`src/rtl/mips_wb_pkg.sv`:
```
// Shared types and helpers for the MIPS MEM/WB sequencer: FSM states,
// access-size codes, writeback-source selection and alignment/lane helpers.
package mips_wb_pkg;

  typedef enum logic {
    IDLE     = 1'b0,
    MEM_WAIT = 1'b1
  } state_e;

  localparam logic [1:0] SZ_BYTE = 2'b00;
  localparam logic [1:0] SZ_HALF = 2'b01;
  localparam logic [1:0] SZ_WORD = 2'b11;

  typedef enum logic [1:0] {
    WB_ALU  = 2'b00,
    WB_LOAD = 2'b01,
    WB_LUI  = 2'b10,
    WB_LINK = 2'b11
  } wb_src_e;

  function automatic wb_src_e wb_select(input logic link, input logic lui, input logic load);
    if (link) return WB_LINK;
    if (lui)  return WB_LUI;
    if (load) return WB_LOAD;
    return WB_ALU;
  endfunction

  // Size code 2'b10 is handled as a word everywhere.
  function automatic logic is_misaligned(input logic [1:0] size, input logic [1:0] offs);
    case (size)
      SZ_BYTE: return 1'b0;
      SZ_HALF: return offs[0];
      default: return offs != 2'b00;
    endcase
  endfunction

  function automatic logic [3:0] byte_enables(input logic [1:0] size, input logic [1:0] offs);
    case (size)
      SZ_BYTE: return 4'b0001 << offs;
      SZ_HALF: return offs[1] ? 4'b1100 : 4'b0011;
      default: return 4'b1111;
    endcase
  endfunction

endpackage

```
`src/rtl/load_filter.sv`:
```
// Little-endian load lane select followed by sign or zero extension.
module load_filter
  import mips_wb_pkg::*;
#(
  parameter int NBITS = 32
) (
  input  logic [NBITS-1:0] i_rdata,
  input  logic [1:0]       i_offs,
  input  logic [1:0]       i_size,
  input  logic             i_unsigned,
  output logic [NBITS-1:0] o_data
);

  logic [7:0]  w_byte;
  logic [15:0] w_half;

  assign w_byte = i_rdata[{i_offs, 3'b000} +: 8];
  assign w_half = i_rdata[{i_offs[1], 4'b0000} +: 16];

  always_comb begin
    o_data = i_rdata;
    case (i_size)
      SZ_BYTE: o_data = {{(NBITS-8){~i_unsigned & w_byte[7]}}, w_byte};
      SZ_HALF: o_data = {{(NBITS-16){~i_unsigned & w_half[15]}}, w_half};
      default: o_data = i_rdata;
    endcase
  end

endmodule

```
`src/rtl/wb_mem_sequencer.sv`:
```
// MEM/WB boundary sequencer: runs data-memory accesses over req/ack, stalls
// upstream while memory is busy and drives a registered register writeback.
module wb_mem_sequencer
  import mips_wb_pkg::*;
#(
  parameter int NBITS       = 32,
  parameter int NREG_BITS   = 5,
  parameter int MEM_TIMEOUT = 16
) (
  input  logic                 i_clk,
  input  logic                 i_reset,
  input  logic                 i_valid,
  input  logic                 i_load,
  input  logic                 i_store,
  input  logic                 i_lui,
  input  logic                 i_link,
  input  logic                 i_reg_write,
  input  logic [NREG_BITS-1:0] i_rd,
  input  logic [NBITS-1:0]     i_alu_result,
  input  logic [NBITS-1:0]     i_extension,
  input  logic [NBITS-1:0]     i_pc8,
  input  logic [NBITS-1:0]     i_store_data,
  input  logic [1:0]           i_mem_size,
  input  logic                 i_mem_unsigned,
  input  logic                 i_mem_ack,
  input  logic [NBITS-1:0]     i_mem_rdata,
  output logic                 o_stall,
  output logic                 o_mem_req,
  output logic                 o_mem_we,
  output logic [NBITS-1:0]     o_mem_addr,
  output logic [NBITS-1:0]     o_mem_wdata,
  output logic [3:0]           o_mem_be,
  output logic                 o_wb_en,
  output logic [NREG_BITS-1:0] o_wb_addr,
  output logic [NBITS-1:0]     o_wb_data,
  output logic                 o_misaligned,
  output logic                 o_mem_timeout
);

  localparam int               CNT_W    = $clog2(MEM_TIMEOUT + 1);
  localparam logic [CNT_W-1:0] CNT_LAST = CNT_W'(MEM_TIMEOUT - 1);

  state_e               r_state, w_next_state;
  logic [CNT_W-1:0]     r_cnt;
  logic                 w_is_mem, w_misaligned, w_wb_write;
  logic                 w_accept, w_start_mem, w_ack_done, w_timeout_hit;
  logic [NBITS-1:0]     w_wdata, w_direct_data, w_load_data, w_mem_wb_data;

  logic                 r_mem_we;
  logic [NBITS-1:0]     r_mem_addr, r_mem_wdata;
  logic [3:0]           r_mem_be;
  logic [1:0]           r_offs, r_size;
  logic                 r_unsigned, r_wb_pending;
  wb_src_e              r_src;
  logic [NREG_BITS-1:0] r_rd;
  logic [NBITS-1:0]     r_pc8, r_ext;
  logic                 r_wb_en, r_misaligned, r_timeout;
  logic [NREG_BITS-1:0] r_wb_addr;
  logic [NBITS-1:0]     r_wb_data;

  assign w_is_mem     = i_load | i_store;
  assign w_misaligned = is_misaligned(i_mem_size, i_alu_result[1:0]);
  assign w_wb_write   = i_reg_write & ~i_store & (i_rd != '0);

  always_ff @(posedge i_clk) begin
    if (i_reset) r_state <= IDLE;
    else         r_state <= w_next_state;
  end

  always_comb begin
    w_next_state  = r_state;
    w_accept      = 1'b0;
    w_start_mem   = 1'b0;
    w_ack_done    = 1'b0;
    w_timeout_hit = 1'b0;
    case (r_state)
      IDLE: begin
        if (i_valid) begin
          w_accept = 1'b1;
          if (w_is_mem && !w_misaligned) begin
            w_start_mem  = 1'b1;
            w_next_state = MEM_WAIT;
          end
        end
      end
      MEM_WAIT: begin
        if (i_mem_ack) begin
          w_ack_done   = 1'b1;
          w_next_state = IDLE;
        end else if (r_cnt == CNT_LAST) begin
          w_timeout_hit = 1'b1;
          w_next_state  = IDLE;
        end
      end
      default: w_next_state = IDLE;
    endcase
  end

  always_comb begin
    w_wdata = i_store_data;
    case (i_mem_size)
      SZ_BYTE: w_wdata = {(NBITS/8){i_store_data[7:0]}};
      SZ_HALF: w_wdata = {(NBITS/16){i_store_data[15:0]}};
      default: w_wdata = i_store_data;
    endcase
  end

  // A non-memory instruction can never select the load path.
  always_comb begin
    w_direct_data = i_alu_result;
    case (wb_select(i_link, i_lui, 1'b0))
      WB_LINK: w_direct_data = i_pc8;
      WB_LUI:  w_direct_data = i_extension;
      default: w_direct_data = i_alu_result;
    endcase
  end

  always_comb begin
    w_mem_wb_data = w_load_data;
    case (r_src)
      WB_LINK: w_mem_wb_data = r_pc8;
      WB_LUI:  w_mem_wb_data = r_ext;
      default: w_mem_wb_data = w_load_data;
    endcase
  end

  load_filter #(.NBITS(NBITS)) u_load_filter (
    .i_rdata    (i_mem_rdata),
    .i_offs     (r_offs),
    .i_size     (r_size),
    .i_unsigned (r_unsigned),
    .o_data     (w_load_data)
  );

  always_ff @(posedge i_clk) begin
    if (i_reset || w_start_mem)                      r_cnt <= '0;
    else if (r_state == MEM_WAIT && !i_mem_ack)      r_cnt <= r_cnt + 1'b1;
  end

  always_ff @(posedge i_clk) begin
    if (i_reset) begin
      r_mem_we     <= 1'b0;
      r_mem_addr   <= '0;
      r_mem_wdata  <= '0;
      r_mem_be     <= '0;
      r_offs       <= '0;
      r_size       <= '0;
      r_unsigned   <= 1'b0;
      r_wb_pending <= 1'b0;
      r_src        <= WB_ALU;
      r_rd         <= '0;
      r_pc8        <= '0;
      r_ext        <= '0;
    end else if (w_start_mem) begin
      r_mem_we     <= i_store;
      r_mem_addr   <= {i_alu_result[NBITS-1:2], 2'b00};
      r_mem_wdata  <= w_wdata;
      r_mem_be     <= i_store ? byte_enables(i_mem_size, i_alu_result[1:0]) : 4'b0000;
      r_offs       <= i_alu_result[1:0];
      r_size       <= i_mem_size;
      r_unsigned   <= i_mem_unsigned;
      r_wb_pending <= w_wb_write;
      r_src        <= wb_select(i_link, i_lui, i_load & ~i_store);
      r_rd         <= i_rd;
      r_pc8        <= i_pc8;
      r_ext        <= i_extension;
    end
  end

  // Writeback address/data only move when a write actually happens.
  always_ff @(posedge i_clk) begin
    if (i_reset) begin
      r_wb_en      <= 1'b0;
      r_wb_addr    <= '0;
      r_wb_data    <= '0;
      r_misaligned <= 1'b0;
      r_timeout    <= 1'b0;
    end else begin
      r_wb_en      <= 1'b0;
      r_misaligned <= w_accept & w_is_mem & w_misaligned;
      r_timeout    <= w_timeout_hit;
      if (w_accept && !w_is_mem && w_wb_write) begin
        r_wb_en   <= 1'b1;
        r_wb_addr <= i_rd;
        r_wb_data <= w_direct_data;
      end
      if (w_ack_done && r_wb_pending) begin
        r_wb_en   <= 1'b1;
        r_wb_addr <= r_rd;
        r_wb_data <= w_mem_wb_data;
      end
    end
  end

  assign o_stall       = (r_state == MEM_WAIT);
  assign o_mem_req     = (r_state == MEM_WAIT);
  assign o_mem_we      = r_mem_we;
  assign o_mem_addr    = r_mem_addr;
  assign o_mem_wdata   = r_mem_wdata;
  assign o_mem_be      = r_mem_be;
  assign o_wb_en       = r_wb_en;
  assign o_wb_addr     = r_wb_addr;
  assign o_wb_data     = r_wb_data;
  assign o_misaligned  = r_misaligned;
  assign o_mem_timeout = r_timeout;

endmodule

```
`config.mk`:
```
export PLATFORM = sky130hd
export DESIGN_NAME = wb_mem_sequencer
export DESIGN_NICKNAME = d
export VERILOG_FILES = /design/src/rtl/mips_wb_pkg.sv /design/src/rtl/load_filter.sv /design/src/rtl/wb_mem_sequencer.sv
export SDC_FILE = /design/constraint.sdc
export NUM_CORES = 1
export LEC_CHECK = 0
export CAP_MARGIN = 15
export CORE_MARGIN = 4
export CORE_UTILIZATION = 45
export DETAILED_ROUTE_END_ITERATION = 16
export MAX_ROUTING_LAYER = met4
export PLACE_DENSITY = 0.78
export SKIP_CTS_REPAIR_TIMING = 1
export SLEW_MARGIN = 15
export SYNTH_ARGS = -nofsm -noshare
export SYNTH_HDL_FRONTEND = slang
export SYNTH_SLANG_ARGS = --single-unit
```
`constraint.sdc`:
```
create_clock -name i_clk -period 3.4 [get_ports i_clk]
set_clock_uncertainty 0.2 [all_clocks]
set_input_delay 0.68 -clock i_clk [delete_from_list [all_inputs] [get_ports i_clk]]
set_output_delay 0.68 -clock i_clk [all_outputs]
set_load 0.005 [all_outputs]
```
== Word level (Yosys, flattened, before mapping) ==
Cells that the tools add are included.
Word-level totals
  register bits after elaboration: 190
  input bits: 177
  output and inout bits: 111
  word-level logic and storage cells: 102
Cells by class
  add/sub/neg operators: 1
  equal/unequal tests: 7
  shift operators: 3
  mux-type cells: 46
  bitwise logic cells: 11
  reduce and logical (&&, ||, !) cells: 15
Operators with widths (number)
  $pmux W32 S2: 4
  $mux W32: 2
  $shiftx A32 B6 Y16: 1
  $shiftx A32 B6 Y8: 1
  $mux W1: 25
  $mux W2: 8
  $mux W5: 2
  $eq A2 B2 Y1 const B: 4
  $mux W4: 2
  $pmux W4 S2: 1
  $and A1 B1 Y1: 7
  $add A5 B1 Y5 const B: 1
  $eq A5 B4 Y1 const B: 1
  $logic_and A1 B1 Y1: 5
  $reduce_bool A5 Y1: 1
  $eq A2 B1 Y1 const B: 2
  $logic_not A2 Y1: 2
  $pmux W1 S2: 2
  $reduce_bool A2 Y1: 2
  $shl A1 B2 Y4 const A: 1
  $logic_not A1 Y1: 3
  $not A1 Y1: 3
  $reduce_or A3 Y1: 1
  $logic_or A1 B1 Y1: 1
  $or A1 B1 Y1: 1

== Longest topological paths before layout ==
Gate-level depths: netlist of the first run.
  depth after elaboration: 19
  mapped depth: 7
  mapped depth without buffers: 5

== Modules after synthesis ==
Synthesis of the first run repeated with hierarchy kept, for this count alone.
Unflattened totals
  cells, all modules: 1231
  area, all modules: 9683.0 sq um
By module, submodules not included
  wb_mem_sequencer: instances 1, cells an instance 1114, area each 8968.6 sq um, sequential area each 3803.6 sq um
  load_filter: instances 1, cells an instance 117, area each 714.4 sq um, sequential area each 0.0 sq um

== Worst setup path before layout of the first run ==
No wires, ideal clock.
  path type: input to register
  from: in i_lui
  to: reg r_wb_data[19] (netlist: o_wb_data[19])
  setup time: 0.117 ns
  arrival time: 1.961 ns
  data required time: 3.083 ns
  setup slack: 1.121 ns
  stages on the path: 6
  path buffers: 2
  path through: buf_2 buf_1 mux2_2 mux2i_1 nand2_1 a32o_1
On the way
  cells in the longest elaborated chain, start to end: 8
  elaborated cells between the ends (all ways): 10
  classes of those cells: eq/ne: 2; mux: 8
Ends and longest elaborated chain
  start, declared: RTL line wb_mem_sequencer.sv:15  | input logic i_lui,
  $mux W1 (2 in series): RTL line mips_wb_pkg.sv:23  | if (lui) return WB_LUI;
  $mux W2 (*): RTL line mips_wb_pkg.sv:24  | if (load) return WB_LOAD;
  $mux W2 (*): RTL line mips_wb_pkg.sv:23
  $eq A2 B2 Y1: RTL line wb_mem_sequencer.sv:111  | case (wb_select(i_link, i_lui, 1'b0))
  $pmux W32 S2 (*): RTL line wb_mem_sequencer.sv:111
  $mux W32 (*): RTL line wb_mem_sequencer.sv:182  | if (w_accept && !w_is_mem && w_wb_write) begin
  $mux W32 (*): RTL line wb_mem_sequencer.sv:187  | if (w_ack_done && r_wb_pending) begin
  end signal, assigned: RTL line wb_mem_sequencer.sv:185  | r_wb_data <= w_direct_data;
  end signal, assigned: RTL line wb_mem_sequencer.sv:190  | r_wb_data <= w_mem_wb_data;
  end, declared: RTL line wb_mem_sequencer.sv:59  | logic [NBITS-1:0] r_wb_data;
Every way passes the cells marked *; elsewhere a longest branch is shown, timed or not. The select of a mux whose other input is x is not followed.
A chain may end at the register's enable or synchronous reset.

== Worst setup path in the final report of the first run ==
  from: in i_valid
  to: reg r_wb_data[16] (netlist: o_wb_data[16])
On the way
  cells in the longest elaborated chain, start to end: 5
Ends and longest elaborated chain
  start, declared: RTL line wb_mem_sequencer.sv:12  | input logic i_valid,
  $mux W1: RTL line wb_mem_sequencer.sv:78  | if (i_valid) begin
  $mux W1: RTL line wb_mem_sequencer.sv:76  | case (r_state)
  $logic_and A1 B1 Y1 (2 in series): RTL line wb_mem_sequencer.sv:182
  $reduce_bool A2 Y1 (no line)
No other way between the ends.

==> metrics.txt, run 1 <==
DRT iter0 DRCs ~650; min setup slack post-route roughly 0.79 ns; critical path buffer and inverter count 1; H-tree Lvls 4; CP max stage cell a21oi_4; CTS tree done; TritonCTS Buffers 17; Seq/Total Area, Yosys 41.0%; Rel. slew slack about two fifths; crit-path max cell delay 0.52 ns; Initial Utilization 45.8%; ys async rst share 0%; first-pass GRT wire length 48200 µm; Crit path max-delay family compound AO/OA/AOI/OAI gates; Cell Int Power 0.00404 W; GRT Util Overall approximately 28%; HPWL after detailed placement 22900 µm; share of power burned in the clock network 39.1%; # nets final 1539; CTS Buffer Depth 2; CP Class in2reg; port bufs 285; status finished, final reports clean; Setup violations, final 0; Startpoint Class input pin; maximum clock rate approximately 0.38 GHz; Final Slew Violations 0; unrepaired setup endpoints after global routing no; worst-path maximum fanout 19; worst path required time 3.57 ns; Cell Chain, Critical Path clkdlybuf4s50_1 > or3b_4 > a211o_4 > a21oi_4 > a32o_1; synth warn 0; initial antenna violation count 1; die area 23000 µm²; drt via density 5.62; DR vias between 9000 and 10000; vias in the first global route 9102; crit end category flip-flop; dpl ws 0.385 ns; post-DR wirelength/cell 19.4 µm; # Max-Cap Violations 0; Worst EP arrival 2.77 ns; GPL Wtd Cong 0.894; CTS Root Cell clkbuf_16; core box area a little over 20000 µm²; io pins 288; switch share 26.1%; dominant synthesized flop cell dfxtp_1; sequential power share 43.9%; synthesis-stage register bit count 190; # clock sinks 190; cells after synthesis 1130; Psw 0.00143 W; Die X-Extent approximately 150 µm; Fin. Hold Viols 0; drc violations 0; Area Growth Syn to Fin 39.7%; clock slew at reported path FFs ~0.07 ns; Cell Pwr Density roughly 420 nW/µm²; Post-synth EDFFs 0; Mapped Area roughly 9300 µm²; grt ovf 0; Hold Crit Class reg2reg; Final min period 2.61 ns; layout cells sized above 1 7.94%; Die Span Y 152 µm; LEAKAGE 4.69 nW; Syn Area/Cell a little over 8 µm²; drt total wl 31800 µm; Slew @ Worst Pin 0.913 ns; clk_lat worst skew approximately 0.43 ns; largest net degree at the start of global routing 81; Final Cycle Share 76.7%; row count 52; IR drop worst, VDD 0.000314 V; Routed Antenna Nets 0; Setup TNS 0 ns; Comb power frac between 10% and 20%; drt pass-1 iters 6; distinct cell type count of the synthesized netlist 63
==> path summary, 6_finish.rpt <==
kind	start	to	slack (ns)	depth (start not counted)
worst max-delay path	i_valid	o_wb_data[16]$_SDFFE_PP0P_	0.79	5
worst min-delay path	o_mem_addr[28]$_SDFFE_PP0P_	o_mem_addr[28]$_SDFFE_PP0P_	0.25	2
worst max register to register	r_src[1]$_SDFFE_PP0P_	o_wb_data[20]$_SDFFE_PP0P_	0.93	4
worst min register to register	o_mem_addr[28]$_SDFFE_PP0P_	o_mem_addr[28]$_SDFFE_PP0P_	0.25	2
==> routing by layer <==
layer | routed length (µm) | track usage, % | up-vias
met2 | 15100 | 44.3 | 402
met4 | 1040 | 10.7 | 0
met3 | 3080 | 7.35 | 60
met5 | 0 | - | -
li1 | - | - | 4433
met1 | 12600 | 33.5 | 4352
==> state kept, by name, indices dropped and copies added (netlist names), 4 cells and up <==
signal	cells
o_mem_addr	30
o_mem_be	4
o_mem_wdata	32
o_wb_addr	5
o_wb_data	32
r_cnt	5
r_ext	32
r_pc8	32
r_rd	5
==> layout by cell type (no fill, tap or decap), types with 3 or more instances in the layout <==
cell type,n
xor2_1,3
o22ai_1,6
a2111oi_1,4
buf_12,5
clkinvlp_4,4
mux2_2,33
a221oi_1,16
o32ai_1,6
a21oi_1,143
nor2_1,43
nor2b_1,23
nand2b_1,5
a311oi_1,13
buf_4,22
inv_1,5
dfxtp_1,188
o21ai_0,47
o2bb2ai_1,8
clkdlybuf4s50_1,283
nor3_1,9
and3b_1,9
a211oi_1,24
a22o_1,9
a32o_1,18
inv_6,3
clkbuf_16,17
mux2i_1,80
bufinv_16,4
nand2_1,291
==> power groups by stage <==
stage	Sequential, W	Combinational (W)	Clock [W]
2_1_floorplan	0.00242	0.000447	0
3_3_place_gp	0.00245	0.000912	0
3_5_place_dp	0.00245	0.000920	0
4_1_cts	0.00240	0.000928	0.00217
5_1_grt	0.00241	0.00100	0.00227
6_report	0.00240	0.000927	0.00214
==> synthesized netlist by cell type, types with 6 or more instances <==
master	number	area share, %
a22o_1	9	0.85
o21ai_0	47	2.5
a32o_1	18	1.9
a221oi_1	16	1.5
nor2b_1	24	1.6
a21oi_1	143	7.7
mux2i_1	80	8.6
a211oi_1	24	1.9
dfxtp_1	190	41
o32ai_1	6	0.57
mux2_2	33	4.0
nor3_1	9	0.49
a311oi_1	13	1.2
nor2_1	43	1.7
buf_1	8	0.32
clkbuf_1	64	2.6
buf_2	23	1.2
and3b_1	9	0.85
nand2_1	291	12
o2bb2ai_1	8	0.76
o22ai_1	6	0.41
==> tightest hold or removal path: stages, from the launching register on <==
cell and delay [ns]:
dfxtp_1 0.31, nand2_1 0.05, a21oi_1 0.05
==> layout make-up <==
class / instances / area (µm²)
antenna: 2 / 5.00
multi-input combinational: 833 / 5040
fill: 1717 / 7290
timing repair buffer: 312 / 3110
clock buffer: 18 / 429
tap: 270 / 338
clock inverter: 13 / 186
inverter: 6 / 22.5
sequential: 190 / 3810
==> kinds of logic (layout without fill, tap and decap cells) <==
group / count (synthesis) / count (layout) / synth area share [%]
flops: 190 / 190 / 41.0
xor+xnor: 4 / 4 / 0.378
fa+ha+maj: 2 / 2 / 0.270
other cells: 1 / 4 / 0.0405
compound gates: 314 / 314 / 22.3
buf+inv: 108 / 349 / 4.98
mux: 113 / 113 / 12.7
simple gates: 398 / 398 / 18.4
==> through the flow <==
stage          cell area (µm²)  util [%]  instances  total power [W]  hold slack (ns)
4_1_cts                  12900      63.9       1642          0.00550            0.256
5_1_grt                  12900      63.9       1643          0.00568            0.269
6_report                 12900      64.0       1644          0.00547            0.253
3_3_place_gp             12300      60.9       1611          0.00336            0.238
3_5_place_dp             12300      60.9       1611          0.00337            0.247
2_1_floorplan             9270         -       1131          0.00287            0.233
Power figures use the tool's default switching activity.
==> run 2, diff against run 1 <==
==> constraint.sdc (replaced) <==
create_clock -name i_clk -period 2.5 [get_ports i_clk]
set_clock_uncertainty 0.2 [all_clocks]
set_input_delay 0.5 -clock i_clk [delete_from_list [all_inputs] [get_ports i_clk]]
set_output_delay 0.5 -clock i_clk [all_outputs]
set_load 0.005 [all_outputs]
==> metrics.txt, run 2 (synthesis results as in run 1) <==
hold slack 0.254 ns (+0.000563 ns); Reg area 3810 µm² (unchanged); power after layout 0.00737 W (+35%); TritonCTS Buffers 17 (unchanged); Final Cycle Share approximately nine tenths; critical path depth in cells 1 (-4); Psw 0.00199 W (+39%); first-pass GRT wire length 47800 µm (-0.83%); Cell Chain, Critical Path clkdlybuf4s50_1; Initial Utilization 45.8% (unchanged); clk_lat worst skew 0.43 ns (about the same); die area 23000 µm² (unchanged); Cell Pwr Density 547 nW/µm² (+29%); Final Slew Violations 0 (unchanged); Startpoint Class flip-flop; DRT iter0 DRCs 666 (+2.3%); Setup TNS 0 ns (unchanged); worst path required time 1.80 ns (-1.77 ns); crit end category primary output; Hold Crit Depth 2 (unchanged); grt ovf 0 (unchanged); io pins 288 (unchanged); crit-path max cell delay 0.58 ns (+0.06 ns); share of power burned in the clock network 37.2% (-1.9 points); Final min period between 2 and 2.5 ns; maximum clock rate 0.443 GHz; Die Span Y 152 µm (unchanged); Fin. Hold Viols 0 (unchanged); dpl ws -0.0936 ns (-0.479 ns); final core occ 66.6% (+2.7 points); core box area 20200 µm² (unchanged); Hold Crit Class reg2reg; # Max-Cap Violations 0 (unchanged); most frequent cells in the layout nand2_1, clkdlybuf4s50_1, dfxtp_1; CP Class reg2out; post-DR wirelength/cell 18.8 µm (-2.8%); Worst EP arrival 1.56 ns (-1.21 ns); Worst Reg2Reg Path Length in Cells 5 (+1); Crit path max-delay family buffers and inverters; Slew @ Worst Pin 1.21 ns (+0.300 ns); sequential power share 44.0% (about the same); unrepaired setup endpoints after global routing no; # clock sinks 190 (unchanged); H-tree Lvls 4 (unchanged); most common cell after layout, fill and taps aside nand2_1; row count 52 (unchanged); fillcell total 1664 (-3.1%); drt via density 5.56 (-1.1%); initial antenna violation count 1 (unchanged); largest net degree at the start of global routing 64 (-21%); # nets final 1589 (+3.2%); critical path buffer and inverter count 1 (unchanged); Comb power frac 18.8% (+1.9 points); r2r setup slk 0.30 ns (-0.63 ns); LEAKAGE 4.98 nW (+6.2%); DR vias 9428 (+2.0%); Die X-Extent 152 µm (unchanged); worst-path maximum fanout 9 (-10); Cell Int Power 0.00538 W (+33%); GPL Wtd Cong 0.903 (+1.0%); port bufs 285 (unchanged); CTS Buffer Depth 2 (unchanged); Routed Antenna Nets 0 (unchanged); GRT Util Overall 27.5% (-0.14 points); status finished, final reports clean; layout cells sized above 1 11.2% (+3.3 points); min setup slack post-route 0.240 ns (-0.553 ns); Setup violations, final 0 (unchanged); Area Growth Syn to Fin 45.5%; Rel. slew slack 19.0% (-20 points); vias in the first global route 8938 (-1.8%); CTS Root Cell clkbuf_16; Multi-input gate area 5040 µm² (about the same); IR drop worst, VDD 0.000380 V (+21%); HPWL after detailed placement 23800 µm (+3.6%); drt total wl 31900 µm (+0.18%); CP max stage cell clkdlybuf4s50_1; clock slew at reported path FFs 0.07 ns (about the same); switch share 27.0% (+0.86 points); drt pass-1 iters 5 (-1); CTS tree done; drc violations 0 (unchanged)
[run 2: cell count changes in the layout (fill, tap and decap cells not counted), sizes merged]
cell,before,now
buf,29,79
bufinv,4,1
clkbuf,18,20
clkinv,3,2
clkinvlp,4,5
inv,8,10
[run 2: path summary, 6_finish.rpt]
path | from | to
min | r_pc8[17]$_SDFFE_PP0P_ | r_pc8[17]$_SDFFE_PP0P_
max reg2reg | r_size[1]$_SDFFE_PP0P_ | o_wb_data[25]$_SDFFE_PP0P_
min reg2reg | r_pc8[17]$_SDFFE_PP0P_ | r_pc8[17]$_SDFFE_PP0P_
max | o_mem_req$_SDFF_PP0_ | o_mem_req
[run 2: area by class of cell]
class | count | area share, %
Clock inverter | 12 | 0.947
Antenna cell | 2 | 0.0371
Timing Repair Buffer | 362 | 27.3
Tap cell | 270 | 2.51
Inverter | 6 | 0.167
Sequential cell | 190 | 28.2
Clock buffer | 20 | 3.46
Multi-Input combinational cell | 833 | 37.4
[run 2: power groups by stage]
stage	clock (W)	combinational (W)	sequential (W)
6_report	0.00275	0.00139	0.00324
3_3_place_gp	0	0.00136	0.00330
5_1_grt	0.00293	0.00149	0.00326
2_1_floorplan	0	0.000607	0.00329
3_5_place_dp	0	0.00138	0.00331
4_1_cts	0.00279	0.00138	0.00324
[run 2: per-layer routing]
metal  global-route usage, %  vias to the layer above  share of wire (%)
li1                        -                     4551                  -
met1                    34.6                     4441                 41
met2                    44.1                      382                 48
met3                    6.93                       54                9.0
met4                    8.13                        0                2.4
met5                       -                        -                  0
[run 2: through the flow]
stage | std cells | instance area (µm²)
after floorplan | 1131 | 9270
after global placement | 1661 | 12900
after detailed placement | 1661 | 12900
after CTS | 1693 | 13500
after global routing | 1694 | 13500
final | 1695 | 13500
